===== src/rtl/dmem_arbiter_pkg.sv =====
// dmem_arbiter_pkg: shared types and sizes for the dmem arbiter
package dmem_arbiter_pkg;
  localparam int ARB_NPORTS = 2;
  localparam int AW = 32;
  localparam int DW = 32;
  localparam int BW = DW / 8;
  typedef enum logic [1:0] {IDLE, ISSUE, RESP} arb_state_t;
  typedef struct packed {
    logic [AW-1:0] addr;
    logic [BW-1:0] we;
    logic [DW-1:0] wdata;
    logic          port;
  } arb_req_t;
endpackage


===== src/rtl/dmem_arbiter_rr_grant.sv =====
// rr_grant: one-hot grant for two ports; DMEM_ARB_RR_EN selects round-robin, else port 0 fixed priority
module rr_grant
  import dmem_arbiter_pkg::*;
(
  input  logic [ARB_NPORTS-1:0] req_valid,
  input  logic                  last,
  output logic [ARB_NPORTS-1:0] grant
);
`ifdef DMEM_ARB_RR_EN
  assign grant = &req_valid ? (last ? 2'b01 : 2'b10) : req_valid;
`else
  logic unused_last;
  assign unused_last = last;
  assign grant = &req_valid ? 2'b01 : req_valid;
`endif
endmodule


===== src/rtl/dmem_arbiter.sv =====
// dmem_arbiter: serialises two masters onto one dmem as IDLE->ISSUE->RESP; DMEM_ARB_RR_EN picks round-robin
module dmem_arbiter
  import dmem_arbiter_pkg::*;
(
  input  logic                  clk,
  input  logic                  reset,
  input  logic [ARB_NPORTS-1:0] req_valid,
  output logic [ARB_NPORTS-1:0] req_ready,
  input  logic [AW-1:0]         req_addr0,
  input  logic [AW-1:0]         req_addr1,
  input  logic [BW-1:0]         req_we0,
  input  logic [BW-1:0]         req_we1,
  input  logic [DW-1:0]         req_wdata0,
  input  logic [DW-1:0]         req_wdata1,
  output logic [ARB_NPORTS-1:0] rsp_valid,
  output logic [DW-1:0]         rsp_rdata,
  output logic [AW-1:0]         mem_addr,
  output logic [BW-1:0]         mem_we,
  output logic [DW-1:0]         mem_wdata,
  input  logic [DW-1:0]         mem_rdata
);
  arb_state_t            state;
  arb_req_t              lat;
  logic                  last;
  logic [ARB_NPORTS-1:0] grant;

  rr_grant u_grant (.req_valid(req_valid), .last(last), .grant(grant));

  assign req_ready = state == IDLE ? grant : '0;
  assign mem_we    = state == ISSUE ? lat.we : '0;
  assign mem_addr  = lat.addr;
  assign mem_wdata = lat.wdata;
  assign rsp_rdata = (state == RESP && lat.we == '0) ? mem_rdata : '0;

  // access sequencer: latch on accept, one issue cycle, one response pulse
  always_ff @(posedge clk or posedge reset) begin
    if (reset) begin
      state     <= IDLE;
      lat       <= '0;
      last      <= 1'b1;
      rsp_valid <= '0;
    end else begin
      case (state)
        IDLE: if (|req_ready) begin
          lat   <= req_ready[1] ? '{req_addr1, req_we1, req_wdata1, 1'b1}
                                : '{req_addr0, req_we0, req_wdata0, 1'b0};
          state <= ISSUE;
        end
        ISSUE: begin
          rsp_valid <= {lat.port, ~lat.port};
          state     <= RESP;
        end
        RESP: begin
          rsp_valid <= '0;
          last      <= lat.port;
          state     <= IDLE;
        end
        default: state <= IDLE;
      endcase
    end
  end
endmodule


===== config.mk =====
export PLATFORM = sky130hd
export DESIGN_NAME = dmem_arbiter
export DESIGN_NICKNAME = d
export VERILOG_FILES = /design/src/rtl/dmem_arbiter_pkg.sv /design/src/rtl/dmem_arbiter_rr_grant.sv /design/src/rtl/dmem_arbiter.sv
export SDC_FILE = /design/constraint.sdc
export NUM_CORES = 1
export LEC_CHECK = 0
export CORE_MARGIN = 2
export CORE_UTILIZATION = 35
export DETAILED_ROUTE_END_ITERATION = 16
export GPL_TIMING_DRIVEN = 0
export PLACE_DENSITY = 0.78
export SLEW_MARGIN = 25
export SYNTH_ARGS = -nofsm -noshare
export SYNTH_HDL_FRONTEND = slang
export SYNTH_SLANG_ARGS = --single-unit

===== constraint.sdc =====
create_clock -name clk -period 2.9 [get_ports clk]
set_input_delay 0.58 -clock clk [delete_from_list [all_inputs] [get_ports clk]]
set_output_delay 0.58 -clock clk [all_outputs]
set_load 0.005 [all_outputs]

==> run_results.csv, run 1 <==
group,metric,value,unit
die,initial_core_util,0.357,
critical_path,cp.required,2320,ps
logic_synthesis,synth_area,4950,um^2
place,post_dp_cell_area,7950,um^2
place,post-dp-hpwl,13.2,mm
die,fp.dieW,123,um
logic_synthesis,yosys.area_share.xor_xnor,0,
logic_synthesis,synth_cells,449,
logic_synthesis,synth.largest_area_cell,"dfrtp_1",
status,outcome,"complete, no violations",
logic_synthesis,ys_warn_count,0,
critical_path,critical_path_class,"reg2out",
die,die_y,123,um
min_path,hold_class,"reg2reg",
place,port-buffer-count,274,
power_and_ir_drop,p_total,6.70,mW
timing,finalHoldViolCount,0,
detailed_routing,drt-met1-wl,7.08,mm
timing,slew_violations,0,
logic_synthesis,ys_seq_area_frac,0.369,
clock_network,ctsLongestPathBuffers,2,
detailed_routing,drc_errors,0,
logic_synthesis,synthMuxAreaShare,0.00455,
layout,mostFrequentLayoutCells,"273 x clkdlybuf4s50_1, 73 x dfrtp_1, 68 x nand4bb_1, 68 x nand3b_1",
grt,antenna_found_initial,0,
timing,period_share,0.954,
detailed_routing,dr.pass1.iters,6,
grt,overflow,0,
die,core_area,13900,um^2
power_and_ir_drop,ir_drop,501,uV
power_and_ir_drop,p_leak,3.49,nW
die,die_area,15100,um^2
timing,setup_viol,0,
grt,grt_pass1_vias,5109,
clock_network,clock_latency,340,ps
clock_network,cts_hold_buf,0,
layout,final_nets,913,
layout,fin_area,8270,um^2
die,ios,276,
power_and_ir_drop,powerDensity,810,nW/um^2
timing,fin_setup_tns,0,ps
place,gp_congestion,0.817,
detailed_routing,wl_per_cell,19.1,um
timing,skew,2.51,ps
timing,fin_crit,2770,ps
clock_network,cts-htree-levels,3,
layout,diodes,0,
detailed_routing,vias_per_cell,5.23,
grt,grt_usage,0.228,
logic_synthesis,synthSimpleGateAreaFrac,0.314,
critical_path,end_kind,"output pin",
timing,worstMarginPinSlew,561,ps
detailed_routing,vias,4826,
timing,slew_headroom,0.626,
logic_synthesis,synth_top_family_by_area,"simple AND/OR/NAND/NOR gates",
timing,grt_setup_unrepaired,"false",
critical_path,crit_path_max_fanout,10,
grt,grt_pass1_wl,26.5,mm
timing,fin_ws,135,ps
place,pre_cts_ws,-38.8,ps
detailed_routing,route.met3.wl,1.38,mm
critical_path,startpoint_type,"flip-flop",
logic_synthesis,yosys.area.top_type_share,0.369,
layout,drive_above_1_share,0.163,
logic_synthesis,synth-seq-cells,73,
clock_network,cts_sinks,73,
critical_path,arrival,2190,ps
die,num_rows,43,
logic_synthesis,synth_fp_nets,625,
detailed_routing,top_layer,"met4",
layout,area_delta_synth_final,67.0,%
logic_synthesis,synth_cell_types,24,
clock_network,tritoncts,"built",
detailed_routing,routed_wl,17.6,mm
clock_network,path_clk_slew,60,ps
logic_synthesis,avgSynthCellArea,11.0,um^2
grt,grt_start_max_net_pins,43,
detailed_routing,final_antenna_net_count,0,
logic_synthesis,synth-adder-area-share,0.0101,
clock_network,cts_buffers,9,
run,maxCapViolations,0,
detailed_routing,dr_wl_met2,8.92,mm
detailed_routing,first_iter_violations,278,
layout,fin_util,0.596,
logic_synthesis,ys_top_cells_by_area,"dfrtp_1 37%, nand4bb_1 15%, o211a_1 14%, nand3b_1 10%, buf_4 9.7%",
layout,final_common_cell,"clkdlybuf4s50_1",
logic_synthesis,synth_compound_area_frac,0.144,
clock_network,cts_root_buffer,"clkbuf_16",
timing,max_freq,362,MHz
==> layout make-up <==
type	count	area, um^2
Timing Repair Buffer	278	2790
Multi-Input combinational cell	256	2360
Tap cell	180	225
Clock inverter	3	40.0
Buffer	114	763
Clock buffer	13	250
Fill cell	1138	5610
Inverter	5	21.3
Sequential cell	73	1830
==> synthesized netlist by cell type <==
cell type / count
dfrtp_1: 73
nand3b_1: 68
nand4bb_1: 68
o211a_1: 67
buf_4: 64
and3_1: 32
clkbuf_1: 23
buf_2: 19
buf_6: 9
inv_1: 5
and2_1: 4
ha_1: 4
nor2_1: 2
a21oi_1: 1
and3b_1: 1
mux2_1: 1
mux2_2: 1
nand2_2: 1
nor3b_2: 1
nor4_4: 1
o21a_4: 1
o21ai_0: 1
o221a_2: 1
o31a_1: 1
==> repair_timing <==
action                     in CTS  in global routing
pin swaps                       1                  1
setup endpoints to repair       2                 30
setup buffers                   2                  1
cloned                          0                  0
gates resized for setup         3                 11
==> through the flow <==
stage               hold WS (ps)  cells
detailed placement           505    904
finish                       513    922
global route                 544    922
CTS                          518    922
global placement             497    903
floorplan                    485    449
==> critical path, cell delays in order, from the launching register on <==
cell	delay [ps]
dfrtp_1	430
nor4_4	260
buf_4	190
clkbuf_1	260
and3_1	210
clkdlybuf4s50_1	500
==> sequential cells by signal, summed over array words and instances, names as in the netlist <==
register and flops:
lat 5, state 2, rsp_valid 2, mem_addr 32, mem_wdata 32
==> metal layers <==
metal / GRT usage / vias up
met1: 0.276 / 2414
met4: 0.0668 / 0
met2: 0.402 / 185
met5: 0 / -
met3: 0.0572 / 21
li1: - / 2206
==> path summary, 6_finish.rpt <==
path / end / start / slack, ps / cells after the start
worst max-delay path: rsp_rdata[18] / lat[36]$_DFFE_PP0P_ / 130 / 5
worst min-delay path: rsp_valid[0]$_DFFE_PP0P_ / rsp_valid[0]$_DFFE_PP0P_ / 510 / 1
worst max register to register: mem_addr[3]$_DFFE_PP0P_ / state[0]$_DFFE_PP0P_ / 1100 / 6
worst min register to register: rsp_valid[0]$_DFFE_PP0P_ / rsp_valid[0]$_DFFE_PP0P_ / 510 / 1
max in group asynchronous: mem_wdata[5]$_DFFE_PP0P_ / reset / 1680 / 3
min in group asynchronous: mem_addr[9]$_DFFE_PP0P_ / reset / 650 / 2
==> where the power goes <==
group | switching [mW] | internal [mW]
registers | 0.312 | 1.52
clock network | 0.428 | 0.688
logic | 1.44 | 2.31
total | 2.18 | 4.51
==> cells by family (layout without fill, tap and decap cells) <==
kind of cell,count (synthesis),after routing
adders and majority gates,4,4
AOI/OAI and AO/OA,72,72
and+or+nand+nor,178,178
muxes,2,2
buffers and inverters,120,413
DFF,73,73
No activity file was read; power rests on OpenSTA's default activity.
==> run 2: changes to the inputs <==
PLACE_DENSITY = 0.74   (was 0.78)
==> run 2 against run 1 <==
Wire length grew 0.56%. Combinational power shrank 1%. Cell count shrank 0.22%. Clock power grew 4%. Critical path type unchanged. Maximum frequency shrank 0.78%. Clock skew grew 2.2 ps. Largest cell class unchanged.
==> run_results.csv, run 2 (synthesis results as in run 1) <==
group,metric,value,unit
detailed_routing,drc_errors,0,
die,die_area,15100,um^2
detailed_routing,final_antenna_net_count,0,
grt,use_met3,0.0521,
min_path,hold_class,"reg2reg",
power_and_ir_drop,ir_drop,487,uV
run,maxCapViolations,0,
detailed_routing,vias_per_cell,5.17,
status,outcome,"complete, no violations",
timing,worstMarginPinSlew,500,ps
grt,grt_usage,0.230,
die,die_y,123,um
clock_network,cts_root_buffer,"clkbuf_16",
timing,max_freq,359,MHz
place,post_dp_cell_area,7950,um^2
clock_network,tritoncts,"built",
clock_network,cts-htree-levels,3,
timing,fin_ws,113,ps
timing,grt_setup_unrepaired,"false",
grt,grt_pass1_wl,26.5,mm
timing,fin_crit,2790,ps
die,ios,276,
layout,drive_above_1_share,0.162,
power_and_ir_drop,powerDensity,810,nW/um^2
timing,finalHoldViolCount,0,
grt,grtUsageMet2,0.391,
layout,fin_area,8280,um^2
timing,skew,4.71,ps
timing,period_share,0.961,
clock_network,clock_latency,340,ps
clock_network,cts_buffers,9,
critical_path,startpoint_type,"flip-flop",
grt,grt_start_max_net_pins,41,
critical_path,end_kind,"output pin",
detailed_routing,dr.pass1.iters,4,
die,fp.dieW,123,um
layout,diodes,0,
power_and_ir_drop,p_total,6.71,mW
die,initial_core_util,0.357,
critical_path,crit_path_max_fanout,10,
place,dp.cells,904,
place,port-buffer-count,274,
die,num_rows,43,
critical_path,arrival,2210,ps
detailed_routing,first_iter_violations,227,
clock_network,ctsLongestPathBuffers,2,
layout,area_delta_synth_final,67.1,%
clock_network,cts_hold_buf,0,
critical_path,critical_path_class,"reg2out",
layout,fill_cells,1156,
detailed_routing,wl_per_cell,19.3,um
layout,final_common_cell,"clkdlybuf4s50_1",
grt,overflow,0,
clock_network,path_clk_slew,60,ps
layout,final_nets,911,
power_and_ir_drop,p_leak,3.49,nW
detailed_routing,routed_wl,17.7,mm
critical_path,cp.required,2320,ps
place,pre_cts_ws,-49.4,ps
grt,antenna_found_initial,0,
timing,slew_violations,0,
place,gp_congestion,0.805,
grt,grt-busiest-layer,"met2",
grt,grt_pass1_vias,4946,
timing,setup_viol,0,
layout,fin_cells,920,
detailed_routing,vias,4757,
grt,use_met1,0.280,
clock_network,cts_sinks,73,
layout,mostFrequentLayoutCells,"272 x clkdlybuf4s50_1, 73 x dfrtp_1, 68 x nand4bb_1, 68 x nand3b_1, 67 x o211a_1",
place,post-dp-hpwl,13.4,mm
die,core_area,13900,um^2
timing,slew_headroom,0.667,
[run 2: cell types whose count changed in the layout (fill, tap and decap cells not counted), sizes merged]
cell           before  now
dlygate4sd2         0    1
buf                96   93
clkbuf             35   37
clkdlybuf4s50     273  272
clkinv              2    1
[run 2: final timing paths]
| check | slack [ps] | cells past startpoint | start | end |
|---|---|---|---|---|
| max | 110 | 5 | lat[36]$_DFFE_PP0P_ | rsp_rdata[30] |
| max in group asynchronous | 1700 | 3 | reset | mem_addr[31]$_DFFE_PP0P_ |
| min | 520 | 1 | rsp_valid[0]$_DFFE_PP0P_ | rsp_valid[0]$_DFFE_PP0P_ |
| min reg2reg | 520 | 1 | rsp_valid[0]$_DFFE_PP0P_ | rsp_valid[0]$_DFFE_PP0P_ |
| max reg2reg | 1220 | 6 | state[0]$_DFFE_PP0P_ | mem_wdata[10]$_DFFE_PP0P_ |
| min in group asynchronous | 610 | 2 | reset | mem_addr[11]$_DFFE_PP0P_ |
[run 2: layer usage]
metal | routed length [um] | share of wire
met5 | 0 | 0
met4 | 550 | 0.031
met3 | 1350 | 0.076
met2 | 8740 | 0.49
met1 | 7110 | 0.40
[run 2: layout make-up]
type / count / area (um^2) / share of cell area
timing repair buffer: 276 / 2770 / 0.335
inverter: 5 / 21.3 / 0.00257
multi-input combinational: 256 / 2360 / 0.285
sequential: 73 / 1830 / 0.221
clock buffer: 14 / 274 / 0.0331
clock inverter: 2 / 35.0 / 0.00423
buffer: 114 / 763 / 0.0922
tap: 180 / 225 / 0.0272
[run 2: where the power goes]
part | total (mW) | switching (mW) | internal (mW)
combinational | 3.71 | 1.41 | 2.30
clock | 1.17 | 0.431 | 0.736
sequential | 1.83 | 0.312 | 1.52
total | 6.71 | 2.15 | 4.56
[run 2: what timing repair did]
| item | 4_1_cts | 5_1_grt |
|---|---|---|
| setup buffers | 1 | 0 |
| setup endpoints to repair | 13 | 23 |
| pin swaps | 1 | 0 |
| gates resized for setup | 7 | 6 |
[run 2: stage by stage]
step | TNS (ps) | hold WS, ps | utilization
after floorplan | 0 | 485 | -
after global placement | -65320 | 499 | 0.571
after detailed placement | -74.4 | 504 | 0.572
after CTS | 0 | 517 | 0.597
after global routing | 0 | 538 | 0.596
final | 0 | 515 | 0.596
[run 2: worst max-delay path, cell delays in order, from the launching register on]
cell and delay [ps]:
dfrtp_1 440, nor4_4 290, buf_4 190, clkbuf_2 200, and3_1 180, clkdlybuf4s50_1 570
